`src/rtl/qspi_mem_responder.sv`:
```
// QPI (all-quad) SPI memory responder bridging a tinyQV-style QSPI link onto a byte-wide memory port.
// Optional flash continuous-read mode is built when QSPI_RESP_CONT_READ_EN is defined.
//
// state  | meaning
// IDLE   | waiting for a fresh CS assertion
// CMD    | receiving the two command nibbles
// ADDR   | shifting in the address, MSB nibble first
// DUMMY  | counting dummy cycles while the first byte is prefetched
// RDATA  | driving read nibbles on falling edges
// WDATA  | collecting write nibbles, one memory write per byte
// IGNORE | unsupported command, silent until CS releases
module qspi_mem_responder #(
   parameter int ADDR_BITS     = 24,
   parameter int DUMMY_NIBBLES = 6
) (
   input  logic                 clk,
   input  logic                 rst,
   input  logic                 spi_clk,
   input  logic                 spi_cs_n,
   input  logic [3:0]           spi_data_in,
   output logic [3:0]           spi_data_out,
   output logic [3:0]           spi_data_oe,
   output logic [ADDR_BITS-1:0] mem_addr,
   output logic [7:0]           mem_wdata,
   output logic                 mem_wr,
   output logic                 mem_rd,
   input  logic [7:0]           mem_rdata,
   output logic                 busy
);
   localparam logic [7:0] ADDR_LAST  = 8'(ADDR_BITS / 4 - 1);
   localparam logic [7:0] DUMMY_LAST = 8'(DUMMY_NIBBLES - 1);
`ifdef QSPI_RESP_CONT_READ_EN
   localparam logic [7:0] DUMMY_MODE = 8'(DUMMY_NIBBLES - 2);
`endif

   typedef enum logic [2:0] {
      ST_IDLE, ST_CMD, ST_ADDR, ST_DUMMY, ST_RDATA, ST_WDATA, ST_IGNORE
   } state_t;

   logic                 clk_s1_q, clk_s2_q, clk_s3_q;
   logic                 cs_s1_q, cs_s2_q;
   logic [3:0]           din_s1_q, din_s2_q;
   state_t               state_q, state_d;
   logic [7:0]           cnt_q, cnt_d;
   logic [ADDR_BITS-1:0] addr_q, addr_d;
   logic [3:0]           sh_q, sh_d;
   logic [3:0]           lo_q, lo_d;
   logic [7:0]           pf_q, pf_d;
   logic                 half_q, half_d;
   logic                 wr_q, wr_d;
   logic                 armed_q, armed_d;
   logic                 cont_q, cont_d;
   logic                 rd_vld_q;
   logic [3:0]           dout_q, dout_d;
   logic                 oe_q, oe_d;
   logic                 mem_wr_q, mem_wr_d;
   logic                 mem_rd_q, mem_rd_d;
   logic [7:0]           wdata_q, wdata_d;
   logic                 rise, fall;
   logic [7:0]           cmd_byte;

   assign rise     = clk_s2_q & ~clk_s3_q;
   assign fall     = ~clk_s2_q & clk_s3_q;
   assign cmd_byte = {sh_q, din_s2_q};

   always_comb begin
      state_d  = state_q;
      cnt_d    = cnt_q;
      addr_d   = addr_q;
      sh_d     = sh_q;
      lo_d     = lo_q;
      pf_d     = pf_q;
      half_d   = half_q;
      wr_d     = wr_q;
      armed_d  = armed_q | cs_s2_q;
      cont_d   = cont_q;
      dout_d   = dout_q;
      oe_d     = oe_q;
      mem_wr_d = 1'b0;
      mem_rd_d = 1'b0;
      wdata_d  = wdata_q;
      if (rd_vld_q) pf_d = mem_rdata;
      // the write address stays put for the strobe cycle, then advances
      if (mem_wr_q) addr_d = addr_q + ADDR_BITS'(1);
      if (cs_s2_q) begin
         state_d = ST_IDLE;
         addr_d  = '0;
         sh_d    = '0;
         cnt_d   = '0;
         half_d  = 1'b0;
         oe_d    = 1'b0;
      end else begin
         unique case (state_q)
            ST_IDLE: begin
               // armed_q stays low after reset until CS has been seen high
               if (armed_q) begin
                  half_d = 1'b0;
                  if (cont_q) begin
                     state_d = ST_ADDR;
                     wr_d    = 1'b0;
                     cnt_d   = ADDR_LAST;
                  end else begin
                     state_d = ST_CMD;
                     cnt_d   = 8'd1;
                  end
               end
            end
            ST_CMD: if (rise) begin
               sh_d = din_s2_q;
               if (cnt_q == 8'd0) begin
                  cnt_d = ADDR_LAST;
                  if (cmd_byte == 8'hEB) begin
                     state_d = ST_ADDR;
                     wr_d    = 1'b0;
                  end else if (cmd_byte == 8'h38 || cmd_byte == 8'h02) begin
                     state_d = ST_ADDR;
                     wr_d    = 1'b1;
                  end else begin
                     state_d = ST_IGNORE;
                  end
               end else begin
                  cnt_d = cnt_q - 8'd1;
               end
            end
            ST_ADDR: if (rise) begin
               addr_d = {addr_q[ADDR_BITS-5:0], din_s2_q};
               if (cnt_q == 8'd0) begin
                  if (wr_q) begin
                     state_d = ST_WDATA;
                  end else begin
                     state_d  = ST_DUMMY;
                     mem_rd_d = 1'b1;
                     cnt_d    = DUMMY_LAST;
                  end
               end else begin
                  cnt_d = cnt_q - 8'd1;
               end
            end
            ST_DUMMY: if (rise) begin
`ifdef QSPI_RESP_CONT_READ_EN
               if (cnt_q == DUMMY_LAST) sh_d = din_s2_q;
               if (cnt_q == DUMMY_MODE) cont_d = (sh_q[1:0] == 2'b10);
`endif
               if (cnt_q == 8'd0) begin
                  state_d = ST_RDATA;
                  half_d  = 1'b0;
               end else begin
                  cnt_d = cnt_q - 8'd1;
               end
            end
            ST_RDATA: if (fall) begin
               if (!half_q) begin
                  dout_d   = pf_q[7:4];
                  lo_d     = pf_q[3:0];
                  oe_d     = 1'b1;
                  addr_d   = addr_q + ADDR_BITS'(1);
                  mem_rd_d = 1'b1;
                  half_d   = 1'b1;
               end else begin
                  dout_d = lo_q;
                  half_d = 1'b0;
               end
            end
            ST_WDATA: if (rise) begin
               if (!half_q) begin
                  sh_d   = din_s2_q;
                  half_d = 1'b1;
               end else begin
                  mem_wr_d = 1'b1;
                  wdata_d  = {sh_q, din_s2_q};
                  half_d   = 1'b0;
               end
            end
            default: ;
         endcase
      end
   end

   always_ff @(posedge clk) begin
      if (rst) begin
         clk_s1_q <= 1'b0;
         clk_s2_q <= 1'b0;
         clk_s3_q <= 1'b0;
         cs_s1_q  <= 1'b0;
         cs_s2_q  <= 1'b0;
         din_s1_q <= '0;
         din_s2_q <= '0;
         state_q  <= ST_IDLE;
         cnt_q    <= '0;
         addr_q   <= '0;
         sh_q     <= '0;
         lo_q     <= '0;
         pf_q     <= '0;
         half_q   <= 1'b0;
         wr_q     <= 1'b0;
         armed_q  <= 1'b0;
         cont_q   <= 1'b0;
         rd_vld_q <= 1'b0;
         dout_q   <= '0;
         oe_q     <= 1'b0;
         mem_wr_q <= 1'b0;
         mem_rd_q <= 1'b0;
         wdata_q  <= '0;
      end else begin
         clk_s1_q <= spi_clk;
         clk_s2_q <= clk_s1_q;
         clk_s3_q <= clk_s2_q;
         cs_s1_q  <= spi_cs_n;
         cs_s2_q  <= cs_s1_q;
         din_s1_q <= spi_data_in;
         din_s2_q <= din_s1_q;
         state_q  <= state_d;
         cnt_q    <= cnt_d;
         addr_q   <= addr_d;
         sh_q     <= sh_d;
         lo_q     <= lo_d;
         pf_q     <= pf_d;
         half_q   <= half_d;
         wr_q     <= wr_d;
         armed_q  <= armed_d;
         cont_q   <= cont_d;
         rd_vld_q <= mem_rd_q;
         dout_q   <= dout_d;
         oe_q     <= oe_d;
         mem_wr_q <= mem_wr_d;
         mem_rd_q <= mem_rd_d;
         wdata_q  <= wdata_d;
      end
   end

   assign spi_data_out = dout_q;
   assign spi_data_oe  = {4{oe_q}};
   assign mem_addr     = addr_q;
   assign mem_wdata    = wdata_q;
   assign mem_wr       = mem_wr_q;
   assign mem_rd       = mem_rd_q;
   assign busy         = (state_q != ST_IDLE);
endmodule
```
`config.mk`:
```
export PLATFORM = sky130hd
export DESIGN_NAME = qspi_mem_responder
export DESIGN_NICKNAME = d
export VERILOG_FILES = /design/src/rtl/qspi_mem_responder.sv
export SDC_FILE = /design/constraint.sdc
export NUM_CORES = 1
export LEC_CHECK = 0
export ABC_AREA = 1
export CAP_MARGIN = 20
export CORE_MARGIN = 2
export CORE_UTILIZATION = 49
export DETAILED_ROUTE_END_ITERATION = 8
export PLACE_DENSITY_LB_ADDON = 0.08
export SLEW_MARGIN = 20
export SYNTH_ARGS = -nofsm -noshare
export SYNTH_HDL_FRONTEND = slang
export SYNTH_SLANG_ARGS = --single-unit
```
`constraint.sdc`:
```
create_clock -name clk -period 2.9 [get_ports clk]
set_clock_uncertainty 0.15 [all_clocks]
set_input_delay 0.435 -clock clk [delete_from_list [all_inputs] [get_ports clk]]
set_output_delay 0.435 -clock clk [all_outputs]
set_load 0.005 [all_outputs]
```
==> flow_summary.html <==
<table>
<tr><th>Metric</th><th>Value</th></tr>
<tr><th colspan="2">Floorplanning</th></tr>
<tr><td>Ports placed on the boundary</td><td>59</td></tr>
<tr><td>Initial Utilization</td><td>0.5012</td></tr>
<tr><td>DIE HEIGHT</td><td>103.5 um</td></tr>
<tr><td>Die Area</td><td>10,720 um^2</td></tr>
<tr><td>Die width</td><td>103.5 um</td></tr>
<tr><td>Core Footprint</td><td>9684 um^2</td></tr>
<tr><td>Number of placement rows</td><td>36</td></tr>
<tr><th colspan="2">Layout</th></tr>
<tr><td>Non-filler cells in the finished layout</td><td>961</td></tr>
<tr><td>Number of fill cells in the layout</td><td>941</td></tr>
<tr><td>Share of post-route cells with drive strength above 1</td><td>0.06643</td></tr>
<tr><td># nets final</td><td>between 800 and 900</td></tr>
<tr><td>Sequential cell area</td><td>1662 um^2</td></tr>
<tr><td>Antenna diodes</td><td>0</td></tr>
<tr><td>Multi-input logic area</td><td>~2700 um^2</td></tr>
<tr><td>Synth-to-layout area growth</td><td>18.41%</td></tr>
<tr><th colspan="2">STA</th></tr>
<tr><td>Final number of max-transition violations</td><td>0</td></tr>
<tr><td>Maximum clock frequency</td><td>440.6 MHz</td></tr>
<tr><td>Setup-violating endpoint count in the final report</td><td>0</td></tr>
<tr><td>Hold Violations, Final</td><td>0</td></tr>
<tr><td>Minimum clock period after layout</td><td>~2.3 ns</td></tr>
<tr><td>Actual slew at the worst max-slew pin</td><td>0.7553 ns</td></tr>
<tr><td>Final worst-path cycle share</td><td>0.7827</td></tr>
<tr><td>Slew Limit Headroom</td><td>0.4923</td></tr>
<tr><td>Final-layout setup total negative slack</td><td>0 ns</td></tr>
<tr><td>RSZ-0062 raised after global routing</td><td>no</td></tr>
<tr><th colspan="2">GRT</th></tr>
<tr><td>Overall routing resource usage</td><td>0.2639</td></tr>
<tr><td>Number of antenna violations at the first check in global routing</td><td>0</td></tr>
<tr><td>First-pass GRT wire length</td><td>roughly 24 mm</td></tr>
<tr><td>Global-route congestion overflow total</td><td>0</td></tr>
<tr><td>Number of global-route vias before repair</td><td>4,945</td></tr>
<tr><td>Largest net degree at the start of global routing</td><td>30</td></tr>
<tr><th colspan="2">Clocking</th></tr>
<tr><td>Clk pin slew, worst setup/hold paths</td><td>0.09 ns</td></tr>
<tr><td>Total of hold buffers inserted after clock tree synthesis</td><td>0</td></tr>
<tr><td>Clock tree root driver cell</td><td>clkbuf_8</td></tr>
<tr><td>TritonCTS clock tree</td><td>done</td></tr>
<tr><td>Number of clock buffers inserted by TritonCTS</td><td>9</td></tr>
<tr><td>Post-CTS setup buffer count</td><td>0</td></tr>
<tr><td>Number of H-tree levels</td><td>3</td></tr>
<tr><td>Total number of clock tree sinks</td><td>83</td></tr>
<tr><td>Number of cells upsized or downsized after cts</td><td>0</td></tr>
<tr><td>Clock latency reported for the late side of the worst-skew pair</td><td>around 0.35 ns</td></tr>
<tr><td>Buffer depth of the longest clock path</td><td>2</td></tr>
<tr><th colspan="2">Pwr</th></tr>
<tr><td>Power density over the cells</td><td>627.7 nW/um^2</td></tr>
<tr><td>Static Leakage</td><td>between 2 and 2.5 nW</td></tr>
<tr><td>IR Drop Worst-Case VDD</td><td>0.0003017 V</td></tr>
<tr><th colspan="2">Run status</th></tr>
<tr><td>Run status</td><td>finished clean</td></tr>
<tr><th colspan="2">Yosys</th></tr>
<tr><td>Number of instances in the synthesized netlist</td><td>773</td></tr>
<tr><td>Post-synth EDFFs</td><td>0</td></tr>
<tr><td>Total number of yosys warnings</td><td>0</td></tr>
<tr><td>Dominant cell type by area after synthesis</td><td>dfxtp_1</td></tr>
<tr><td>Top cells by area in the synthesized netlist</td><td>dfxtp_1 34%, nand2_1 14%, nor2_1 8.8%, nand3_1 7.4%, o21ai_0 6.9%</td></tr>
<tr><td>Post-Synthesis Mean Instance Area</td><td>6.279 um^2</td></tr>
<tr><td>Count of unique library cells instantiated by Yosys</td><td>39</td></tr>
<tr><td>Leading register cell type out of synthesis</td><td>dfxtp_1</td></tr>
<tr><td>Synthesis-stage register bit count</td><td>83</td></tr>
<tr><td>Summed instance area of the synthesized netlist</td><td>around 4900 um^2</td></tr>
<tr><td>Synth async-reset ratio</td><td>0</td></tr>
<tr><td>Post-Synthesis Net Count</td><td>slightly below 800</td></tr>
<tr><td>Sequential element share of the synthesized area</td><td>0.3424</td></tr>
<tr><td>Yosys top cell area share</td><td>0.3424</td></tr>
<tr><th colspan="2">Routing</th></tr>
<tr><td>Average wire per cell in the routed design</td><td>14.86 um</td></tr>
<tr><td>Antenna viol nets, final</td><td>0</td></tr>
<tr><td>Ratio of routed vias to standard cells</td><td>~5.6</td></tr>
<tr><td>Routed wire length</td><td>14.28 mm</td></tr>
<tr><td>Starting DRT DRC Count</td><td>between 300 and 400</td></tr>
<tr><td>DRC violations left</td><td>0</td></tr>
<tr><td>Detailed Routing Iterations Pass 1</td><td>5</td></tr>
<tr><td>Routed vias</td><td>5,338</td></tr>
<tr><th colspan="2">Placed design</th></tr>
<tr><td>Post-Place Cells</td><td>946</td></tr>
<tr><td>Post-detailed-placement half-perimeter wirelength</td><td>10.01 mm</td></tr>
<tr><td>Buffers added on ports</td><td>58</td></tr>
<tr><td>Placer's final routability congestion estimate</td><td>0.9244</td></tr>
<tr><th colspan="2">Setup path</th></tr>
<tr><td>Worst endpoint required time</td><td>approximately 3.0 ns</td></tr>
<tr><td>Startpoint Class</td><td>flop</td></tr>
<tr><td>Category of the worst setup path capture point</td><td>flop</td></tr>
<tr><td>Classification of the worst setup path</td><td>flop to flop</td></tr>
<tr><td>Maximum fanout encountered on the critical timing path</td><td>7</td></tr>
<tr><td>WP data arrival</td><td>roughly 2.4 ns</td></tr>
<tr><td>Origin of the critical flop-to-flop path</td><td>mem_addr[0]</td></tr>
<tr><td>Worst setup path startpoint</td><td>mem_addr[0]</td></tr>
<tr><th colspan="2">Flow run</th></tr>
<tr><td>Max Cap Violations</td><td>0</td></tr>
<tr><th colspan="2">Hold path</th></tr>
<tr><td>Hold WC Path Type</td><td>flop to flop</td></tr>
<tr><td>Source of the worst hold timing path</td><td>din_s1_q[0]</td></tr>
</table>
## logic make-up after synthesis
| logic type | count (synthesis) | share of synthesized area |
|---|---|---|
| adder cells (fa/ha/maj) | 3 | 0.007735 |
| AND/OR/NAND/NOR | 411 | 0.3710 |
| XOR/XNOR | 10 | 0.01805 |
| buffers and inverters | 125 | 0.1034 |
| AO/OA/AOI/OAI | 141 | 0.1575 |
| flip-flops | 83 | 0.3424 |
## cell type report
class / count / share of cell area
multi-input cells: 565 / 0.4681
repair buffers: 68 / 0.1141
clock inverters: 5 / 0.01372
inverters: 97 / 0.06379
clock buffers: 10 / 0.02221
flip-flops and latches: 83 / 0.2891
well taps: 133 / 0.02896
## metrics by stage
stage | util | power (mW) | setup slack (ns) | hold WS (ns) | area, um^2
after CTS | 0.5934 | 3.599 | 0.6547 | 0.2559 | 5747
after floorplan | - | 2.311 | 1.077 | 0.2383 | 4853
after detailed placement | 0.5721 | 2.689 | 0.6740 | 0.2462 | 5540
final | 0.5934 | 3.607 | 0.6301 | 0.2550 | 5747
after global routing | 0.5934 | 3.827 | 0.3906 | 0.2798 | 5747
after global placement | 0.5721 | 2.667 | 0.6534 | 0.2403 | 5540
## Yosys cell counts, types with 5 or more instances
cell type and count:
nor2_1 114, xor2_1 8, buf_4 6, a21oi_1 50, a31oi_1 5, nand2_1 182
nand3_1 72, inv_1 82, dfxtp_1 83, clkbuf_1 15, o21ai_0 67, buf_2 5
inv_2 13, o211ai_1 8, nor3_1 7, nand4_1 12
## power breakdown
group	total, mW	switching (mW)	internal (mW)
sequential	1.37	0.124	1.24
combinational	1.33	0.862	0.466
clock	0.914	0.434	0.480
total	3.61	1.42	2.19
## final timing paths
check                               endpoint  slack (ns)  depth (start not counted)
worst max register to register  mem_addr[10]        0.63                          8
worst max-delay path            mem_addr[10]        0.63                          8
worst min-delay path             din_s2_q[0]        0.25                          2
worst min register to register   din_s2_q[0]        0.25                          2
## metal layers
layer  track usage  vias up  routed length (um)
li1              -     2614                   -
met1        0.3378     2400                6117
met2        0.4314      274                6469
met3       0.05349       50                1247
met4        0.1168        0                 447
met5             0        -                   0
## flip-flops by register name, summed over array words and instances, names as in the netlist, 3 cells and up
name	flops
spi_data_out	4
lo_q	4
din_s2_q	4
sh_q	4
cnt_q	8
state_q	3
mem_wdata	8
din_s1_q	4
mem_addr	24
pf_q	8
## placed cells by master, fill, tap and decap left out, types with 2 or more instances in the layout
cell type / instances
o22ai_1: 3
nand4_1: 12
o211ai_1: 8
ha_1: 3
xnor2_1: 2
and2_1: 2
nand3_1: 72
inv_2: 13
nor2_2: 3
nor2_4: 4
nand2_2: 4
buf_4: 10
xor2_1: 8
dfxtp_1: 83
inv_1: 82
o21ai_0: 67
nand3b_1: 4
a21oi_1: 50
nand2_1: 182
a22oi_1: 2
clkbuf_8: 9
nor3_1: 7
a31oi_1: 5
clkdlybuf4s50_1: 58
bufinv_16: 2
nor4_1: 3
clkinv_2: 2
nand3_4: 2
nor2_1: 114
## critical path, stage by stage, from the launching register on
cell and delay [ns]:
dfxtp_1 0.50, ha_1 0.25, nand2_1 0.08, nor2_1 0.47, nand3_1 0.23, nand3_1 0.13
o21ai_0 0.11, o21ai_0 0.17, a21oi_1 0.08
(Power assumes the default switching activity.)
